File: src/rtl/traffic_fsm_if.sv
// traffic_fsm_if: timer pulses, night level and lamp/status outputs of the traffic controller
interface traffic_fsm_if;
  logic       timeout30;
  logic       timeout45;
  logic       night;
  logic [2:0] light_a;
  logic [2:0] light_b;
  logic       timer_rst;
  logic [7:0] cycle_cnt;
  logic       err;
  modport master (output timeout30, timeout45, night, input light_a, light_b, timer_rst, cycle_cnt, err);
  modport slave  (input timeout30, timeout45, night, output light_a, light_b, timer_rst, cycle_cnt, err);
endinterface

File: src/rtl/traffic_fsm.sv
// traffic_fsm: two-approach light controller with night flashing, cycle count and sticky error flag
module traffic_fsm (
  input  logic         clk,
  input  logic         rst,
  traffic_fsm_if.slave bus
);
  typedef enum logic [2:0] {A_GREEN, A_YELLOW, B_GREEN, B_YELLOW, FLASH} state_t;
  state_t st, nxt;
  logic   blink, blink_nxt, green, yellow, viol;
  function automatic logic [5:0] lamps(state_t s, logic b);
    return s == A_GREEN  ? 6'b001_100 :
           s == A_YELLOW ? 6'b010_100 :
           s == B_GREEN  ? 6'b100_001 :
           s == B_YELLOW ? 6'b100_010 : {1'b0, ~b, 2'b00, ~b, 1'b0};
  endfunction
  always_comb begin
    green     = st == A_GREEN || st == B_GREEN;
    yellow    = st == A_YELLOW || st == B_YELLOW;
    viol      = (green && bus.timeout45) || (yellow && bus.timeout30);
    nxt       = st;
    if (st == FLASH) nxt = bus.night ? FLASH : A_GREEN;
    else if (bus.night) nxt = FLASH;
    else if (green && bus.timeout30) nxt = st == A_GREEN ? A_YELLOW : B_YELLOW;
    else if (yellow && bus.timeout45) nxt = st == A_YELLOW ? B_GREEN : A_GREEN;
    blink_nxt = nxt == FLASH && st == FLASH && !blink;
  end
  // Lamps are registered from the next state so they track the state register exactly
  always_ff @(posedge clk) begin
    if (rst) begin
      st                     <= A_GREEN;
      blink                  <= 1'b0;
      {bus.light_a, bus.light_b} <= 6'b001_100;
      bus.timer_rst          <= 1'b0;
      bus.cycle_cnt          <= 8'd0;
      bus.err                <= 1'b0;
    end else begin
      st                     <= nxt;
      blink                  <= blink_nxt;
      {bus.light_a, bus.light_b} <= lamps(nxt, blink_nxt);
      bus.timer_rst          <= st == FLASH && !bus.night;
      bus.cycle_cnt          <= bus.cycle_cnt + {7'd0, st == B_YELLOW && nxt == A_GREEN};
      bus.err                <= bus.err | viol;
    end
  end
endmodule
File: src/flat_wrapper.sv
// flat-port wrapper written by rule: the top's interface ports become plain ports
module traffic_fsm_flat 
  (clk, rst, bus_timeout30, bus_timeout45, bus_night, bus_light_a, bus_light_b, bus_timer_rst, bus_cycle_cnt, bus_err);
  traffic_fsm_if bus_i ();
  input  logic clk;
  input  logic rst;
  input wire logic [$bits(bus_i.timeout30)-1:0] bus_timeout30;
  input wire logic [$bits(bus_i.timeout45)-1:0] bus_timeout45;
  input wire logic [$bits(bus_i.night)-1:0] bus_night;
  output wire logic [$bits(bus_i.light_a)-1:0] bus_light_a;
  output wire logic [$bits(bus_i.light_b)-1:0] bus_light_b;
  output wire logic [$bits(bus_i.timer_rst)-1:0] bus_timer_rst;
  output wire logic [$bits(bus_i.cycle_cnt)-1:0] bus_cycle_cnt;
  output wire logic [$bits(bus_i.err)-1:0] bus_err;
  assign bus_i.timeout30 = bus_timeout30;
  assign bus_i.timeout45 = bus_timeout45;
  assign bus_i.night = bus_night;
  assign bus_light_a = bus_i.light_a;
  assign bus_light_b = bus_i.light_b;
  assign bus_timer_rst = bus_i.timer_rst;
  assign bus_cycle_cnt = bus_i.cycle_cnt;
  assign bus_err = bus_i.err;
  traffic_fsm u_core (.clk(clk), .rst(rst), .bus(bus_i));
endmodule
File: config.mk
export PLATFORM = sky130hd
export DESIGN_NAME = traffic_fsm_flat
export DESIGN_NICKNAME = d
export VERILOG_FILES = /design/src/rtl/traffic_fsm_if.sv /design/src/rtl/traffic_fsm.sv /design/src/flat_wrapper.sv
export SDC_FILE = /design/constraint.sdc
export NUM_CORES = 1
export LEC_CHECK = 0
export ABC_AREA = 1
export CORE_MARGIN = 8
export CORE_UTILIZATION = 39
export CTS_BUF_LIST = sky130_fd_sc_hd__clkbuf_16
export CTS_CLUSTER_DIAMETER = 200
export DETAILED_ROUTE_END_ITERATION = 10
export PLACE_DENSITY = 0.65
export SYNTH_ARGS = -nofsm -noshare
export SYNTH_HDL_FRONTEND = slang
export SYNTH_SLANG_ARGS = --single-unit
File: constraint.sdc
create_clock -name clk -period 3.8 [get_ports clk]
set_input_delay 0.76 -clock clk [delete_from_list [all_inputs] [get_ports clk]]
set_output_delay 0.76 -clock clk [all_outputs]
set_load 0.05 [all_outputs]
== After elaboration in Yosys (flattened, before gate mapping) ==
Index checks and enable logic that the tools add are counted.

* Flip-flop bits (word level): 20
* Input bits: 5
* Output and inout port bits: 16
* Logic and storage cells: 48

* Add/sub/neg operators: 1
* Equal/unequal tests: 8
* Multiplexer cells: 10
* Bitwise gates (word level): 2
* Reductions and logical operators: 18

{| class="wikitable"
|+ Operators by type and width
! cell !! number
|-
| two-way mux 3 bit || 5
|-
| == test 3 x 2 -> 1 bit, second input constant || 4
|-
| two-way mux 6 bit || 2
|-
| adder 8 x 1 -> 8 bit || 1
|-
| logical AND 1 bit || 8
|-
| == test 3 x 1 -> 1 bit, second input constant || 2
|-
| == test 3 bit, second input constant || 2
|-
| zero test 3 bit || 2
|-
| two-way mux 5 bit || 1
|-
| two-way mux 2 bit || 2
|-
| OR reduction 4 bit || 1
|-
| logical OR 1 bit || 3
|-
| OR reduction 3 bit || 1
|-
| zero test 1 bit || 2
|-
| OR reduction 2 bit || 1
|-
| inverter 1 bit || 1
|-
| bitwise OR 1 bit || 1
|}

== Depth between registers and ports, before layout ==
* Word-level depth: 14
* Depth in mapped cells: 13
* Gate-level depth less buffers: 13

== Worst setup path before layout ==
OpenSTA, ideal clock, no wires.

* Path kind: input-to-reg
* Start point: input port bus_timeout45
* End point: register u_core.bus.cycle_cnt[6]
* Library setup time: 0.065 ns
* Data arrival time: 1.958 ns
* Required time: 3.735 ns
* Path slack: 1.777 ns
* Cell stages on the path: 11
* Path buffers: 0
* Path through: nand4_1 nand3_2 nand4_1 inv_1 ha_1 ha_1 nand3_1 nor2_1 nand2_1 xor2_1 nor2_1

* Word-level cells in the longest chain between the ends: 8

{| class="wikitable"
|+ RTL lines
! what !! line !! RTL
|-
| start, declared || flat_wrapper.sv:8 || <nowiki>input wire logic [$bits(bus_i.timeout45)-1:0] bus_timeout45;</nowiki>
|-
| logical AND 1 bit || traffic_fsm.sv:24 || <nowiki>else if (yellow && bus.timeout45) nxt = st == A_YELLOW ? B_GREEN : A_GREEN;</nowiki>
|-
| two-way mux 3 bit || traffic_fsm.sv:24 ||
|-
| two-way mux 3 bit || traffic_fsm.sv:23 || <nowiki>else if (green && bus.timeout30) nxt = st == A_GREEN ? A_YELLOW : B_YELLOW;</nowiki>
|-
| two-way mux 3 bit || traffic_fsm.sv:22 || <nowiki>else if (bus.night) nxt = FLASH;</nowiki>
|-
| two-way mux 3 bit || traffic_fsm.sv:21 || <nowiki>if (st == FLASH) nxt = bus.night ? FLASH : A_GREEN;</nowiki>
|-
| zero test 3 bit || traffic_fsm.sv:41 || <nowiki>bus.cycle_cnt <= bus.cycle_cnt + {7'd0, st == B_YELLOW && nxt == A_GREEN};</nowiki>
|-
| logical AND 1 bit || traffic_fsm.sv:41 ||
|-
| adder 8 x 1 -> 8 bit || traffic_fsm.sv:41 ||
|-
| end signal, assigned || traffic_fsm.sv:41 ||
|-
| end, declared || traffic_fsm_if.sv:12 || <nowiki>modport slave (input timeout30, timeout45, night, output light_a, light_b, timer_rst, cycle_cnt, err);</nowiki>
|}

Every way passes these cells.
A chain may end at the register's enable or synchronous reset.

== Final worst setup path ==
* Start point: input port bus_night
* End point: register u_core.bus.cycle_cnt[6]

* Word-level cells in the longest chain between the ends: 5
* Elaborated cells on any way between the ends: 6
* Classes of those cells: 1 x add/sub; 3 x mux; 2 x reduce/logical

{| class="wikitable"
|+ RTL lines
! what !! line !! RTL
|-
| start, declared || flat_wrapper.sv:9 || <nowiki>input wire logic [$bits(bus_i.night)-1:0] bus_night;</nowiki>
|-
| two-way mux 3 bit (on tied branches) || traffic_fsm.sv:22, traffic_fsm.sv:21 ||
|-
| two-way mux 3 bit * || traffic_fsm.sv:21 ||
|-
| zero test 3 bit * || traffic_fsm.sv:41 ||
|-
| logical AND 1 bit * || traffic_fsm.sv:41 ||
|-
| adder 8 x 1 -> 8 bit * || traffic_fsm.sv:41 ||
|}

Mark *: on every way between the ends. The rest lies on a longest branch, timed or not.

==> metrics <==
Static Leak around 0.48 nW; fin crit period 2433 ps; Seq/Total Area, Yosys 50.47%; hold path depth 2; dpl hpwl ~1.2 mm; postcts setup bufs 0; final design utilization 56.70%; critical path's largest stage delay roughly 550 ps; Reg clk slew, reported paths approximately 50 ps; Die W between 60 and 70 µm; CTS tree yes; Initial Util just over 40%; gpl congestion just under 0.8; reg-to-reg startpoint u_core.st[0]; critical-path cell list clkdlybuf4s50_1 > inv_6 > nand2_1 > inv_1 > nand4_1 > inv_1 > ha_1 > ha_1 > nand3_1 > nor2_1 > nand2_1 > xor2_1 > nor2_1; Req. time, crit path around 4000 ps; DIE HEIGHT slightly above 60 µm; Syn-to-layout area delta 38.80%; Slew HR 66.15%; Hold/Removal Path Class flip-flop to flip-flop; Fin Setup TNS 0 ps; non-filler cells in the finished layout 147; Final Skew approximately 2.0 ps; post-synthesis area per instance ~8.2 µm²; HP Start u_core.bus.err; gr ovfl total 0; Min Hold Slack 475.9 ps; total CTS buffers 3; I/O Buffers 20; Setup Slack @ Placement 1101 ps; Post-Synth Simple-Gate Area approximately 29%; first-pass GRT wire length 2.822 mm; Total Nets Final between 100 and 150; initial antenna violation count 0; vias in the first global route just under 700; Synth Area in Compound Gates between 5 and 6%; full die area between 3000 and 4000 µm²; Startpoint Class input pin; Yosys Warn Count 0; worst IR drop on VDD between 300 and 400 µV; post-synth cell types 21; #FFs+latches synth 20; Hold Buf Count CTS 0; final cycle utilization of the critical path about 64%; most frequent cells in the layout 20 x clkdlybuf4s50_1, 20 x dfxtp_1, 15 x inv_1; drt first pass iters 4; Worst R2R Setup Slack just under 2000 ps; crit path DAT between 2000 and 3000 ps; Avg WL per Cell about 10 µm; Top delay family on crit path buffers and inverters; final setup vio count 0; DR vias 674; Vias/cell between 4 and 5; ANT cells 0; RSZ-0062 raised after global routing false; Post-Syn Area slightly below 800 µm²; CTS resizes 0; Mapped Nets around 100; Max stage delay cell, worst path clkdlybuf4s50_1; Synth Instances 97; Worst Max-Slew Pin Slew 506.2 ps; total power divided by cell area 436.1 nW/µm²; Synth Area in Adders around 3.2%; RR Endpoint u_core.bus.cycle_cnt[6]; final worst setup slack ~1400 ps; Buf/Inv on CP 4; Final ANT Viol Nets 0; largest family of logic cells by synthesized area simple AND/OR/NAND/NOR gates; Clock Path Buffers 2; Final Hold Viols 0; Post-Synth XOR/XNOR Area between 2 and 2.5%; Tot GR Track Use under 10%; residual DRC count 0; routed wire length ~1.5 mm; cell area after layout ~1100 µm²; row cnt 16; Max Freq approximately 410 MHz; Clock Sinks 20; largest net degree at the start of global routing 12; WHS Endpoint u_core.bus.err; final-report max-slew violation count 0; # IOs 21; DP Cell Count 143; Core Area 1942 µm²; DR iter-0 viols 13; placed instance area 1022 µm²; Final Total Pwr between 400 and 500 µW; run status finished, final reports clean; Max-cap violations 0; layout cells sized above 1 11.67%; post-synthesis mux area share 0%; Worst Setup End Kind flip-flop; root buffer cell clkbuf_16; R2R depth 12; worst-path fanout max 5; htree depth 1; crit path kind input pin to flip-flop; Worst-Skew Late Latency between 200 and 300 ps
[worst max path at each step]
stage | slack [ps] | endpoint | from | cells past startpoint
finish | 1370 | u_core.bus.cycle_cnt[6] | bus_night | 13
global placement | 1150 | u_core.bus.cycle_cnt[6] | bus_night | 13
global route | 1100 | u_core.bus.cycle_cnt[6] | bus_night | 13
floorplan | 1780 | u_core.bus.cycle_cnt[6] | bus_timeout45 | 11
detailed placement | 1100 | u_core.bus.cycle_cnt[6] | bus_timeout45 | 12
CTS | 1360 | u_core.bus.cycle_cnt[6] | bus_timeout45 | 12
[cell usage after synthesis (all sizes together)]
master  instances  area [µm²]
dfxtp          20       400.4
inv            18       72.57
nand2          15       61.31
nor2           13       51.30
nand3          10       65.06
o21ai           5       25.02
a21oi           4       20.02
nor3            4       25.02
nand4           3       25.02
ha              2       25.02
buf             1       5.000
xnor2           1       8.760
xor2            1       8.760
[area by class of cell]
cell class                      count  area (µm²)
Fill cell                         197       840.8
Sequential cell                    20       400.4
Multi-Input combinational cell     58       315.3
Timing Repair Buffer               20       200.2
Clock buffer                        3       75.07
Inverter                           18       72.57
Tap cell                           27       33.78
Clock inverter                      1       3.754
[flip-flops by register name, summed over array words and instances (netlist names)]
signal and cells:
u_core.blink 1, u_core.bus.cycle_cnt 8, u_core.st 3, u_core.bus.timer_rst 1, u_core.bus.light_b 3, u_core.bus.light_a 3, u_core.bus.err 1
[per-layer routing]
layer	GRT usage, %	vias to the layer above	part of all wire (%)
met5	0	-	0
met4	3.987	0	0
met3	3.340	0	9.8
met2	17.01	17	48
met1	10.53	303	43
li1	-	354	-
[logic make-up after synthesis]
group                    after synthesis
XOR/XNOR                               2
adder cells (fa/ha/maj)                2
AO/OA/AOI/OAI                          9
AND/OR/NAND/NOR                       45
buffers and inverters                 19
flip-flops                            20
[worst min-delay path, cell delays in order, from the launching register on]
cell,delay (ps)
dfxtp_1,320
o21ai_0,80
inv_1,50
[power by group]
group | switching [mW] | internal [mW] | total, mW
combinational | 0.0334 | 0.0173 | 0.0507
sequential | 0.00271 | 0.216 | 0.219
clock | 0.0710 | 0.140 | 0.211
total | 0.107 | 0.373 | 0.480
Power figures use the tool's default switching activity.
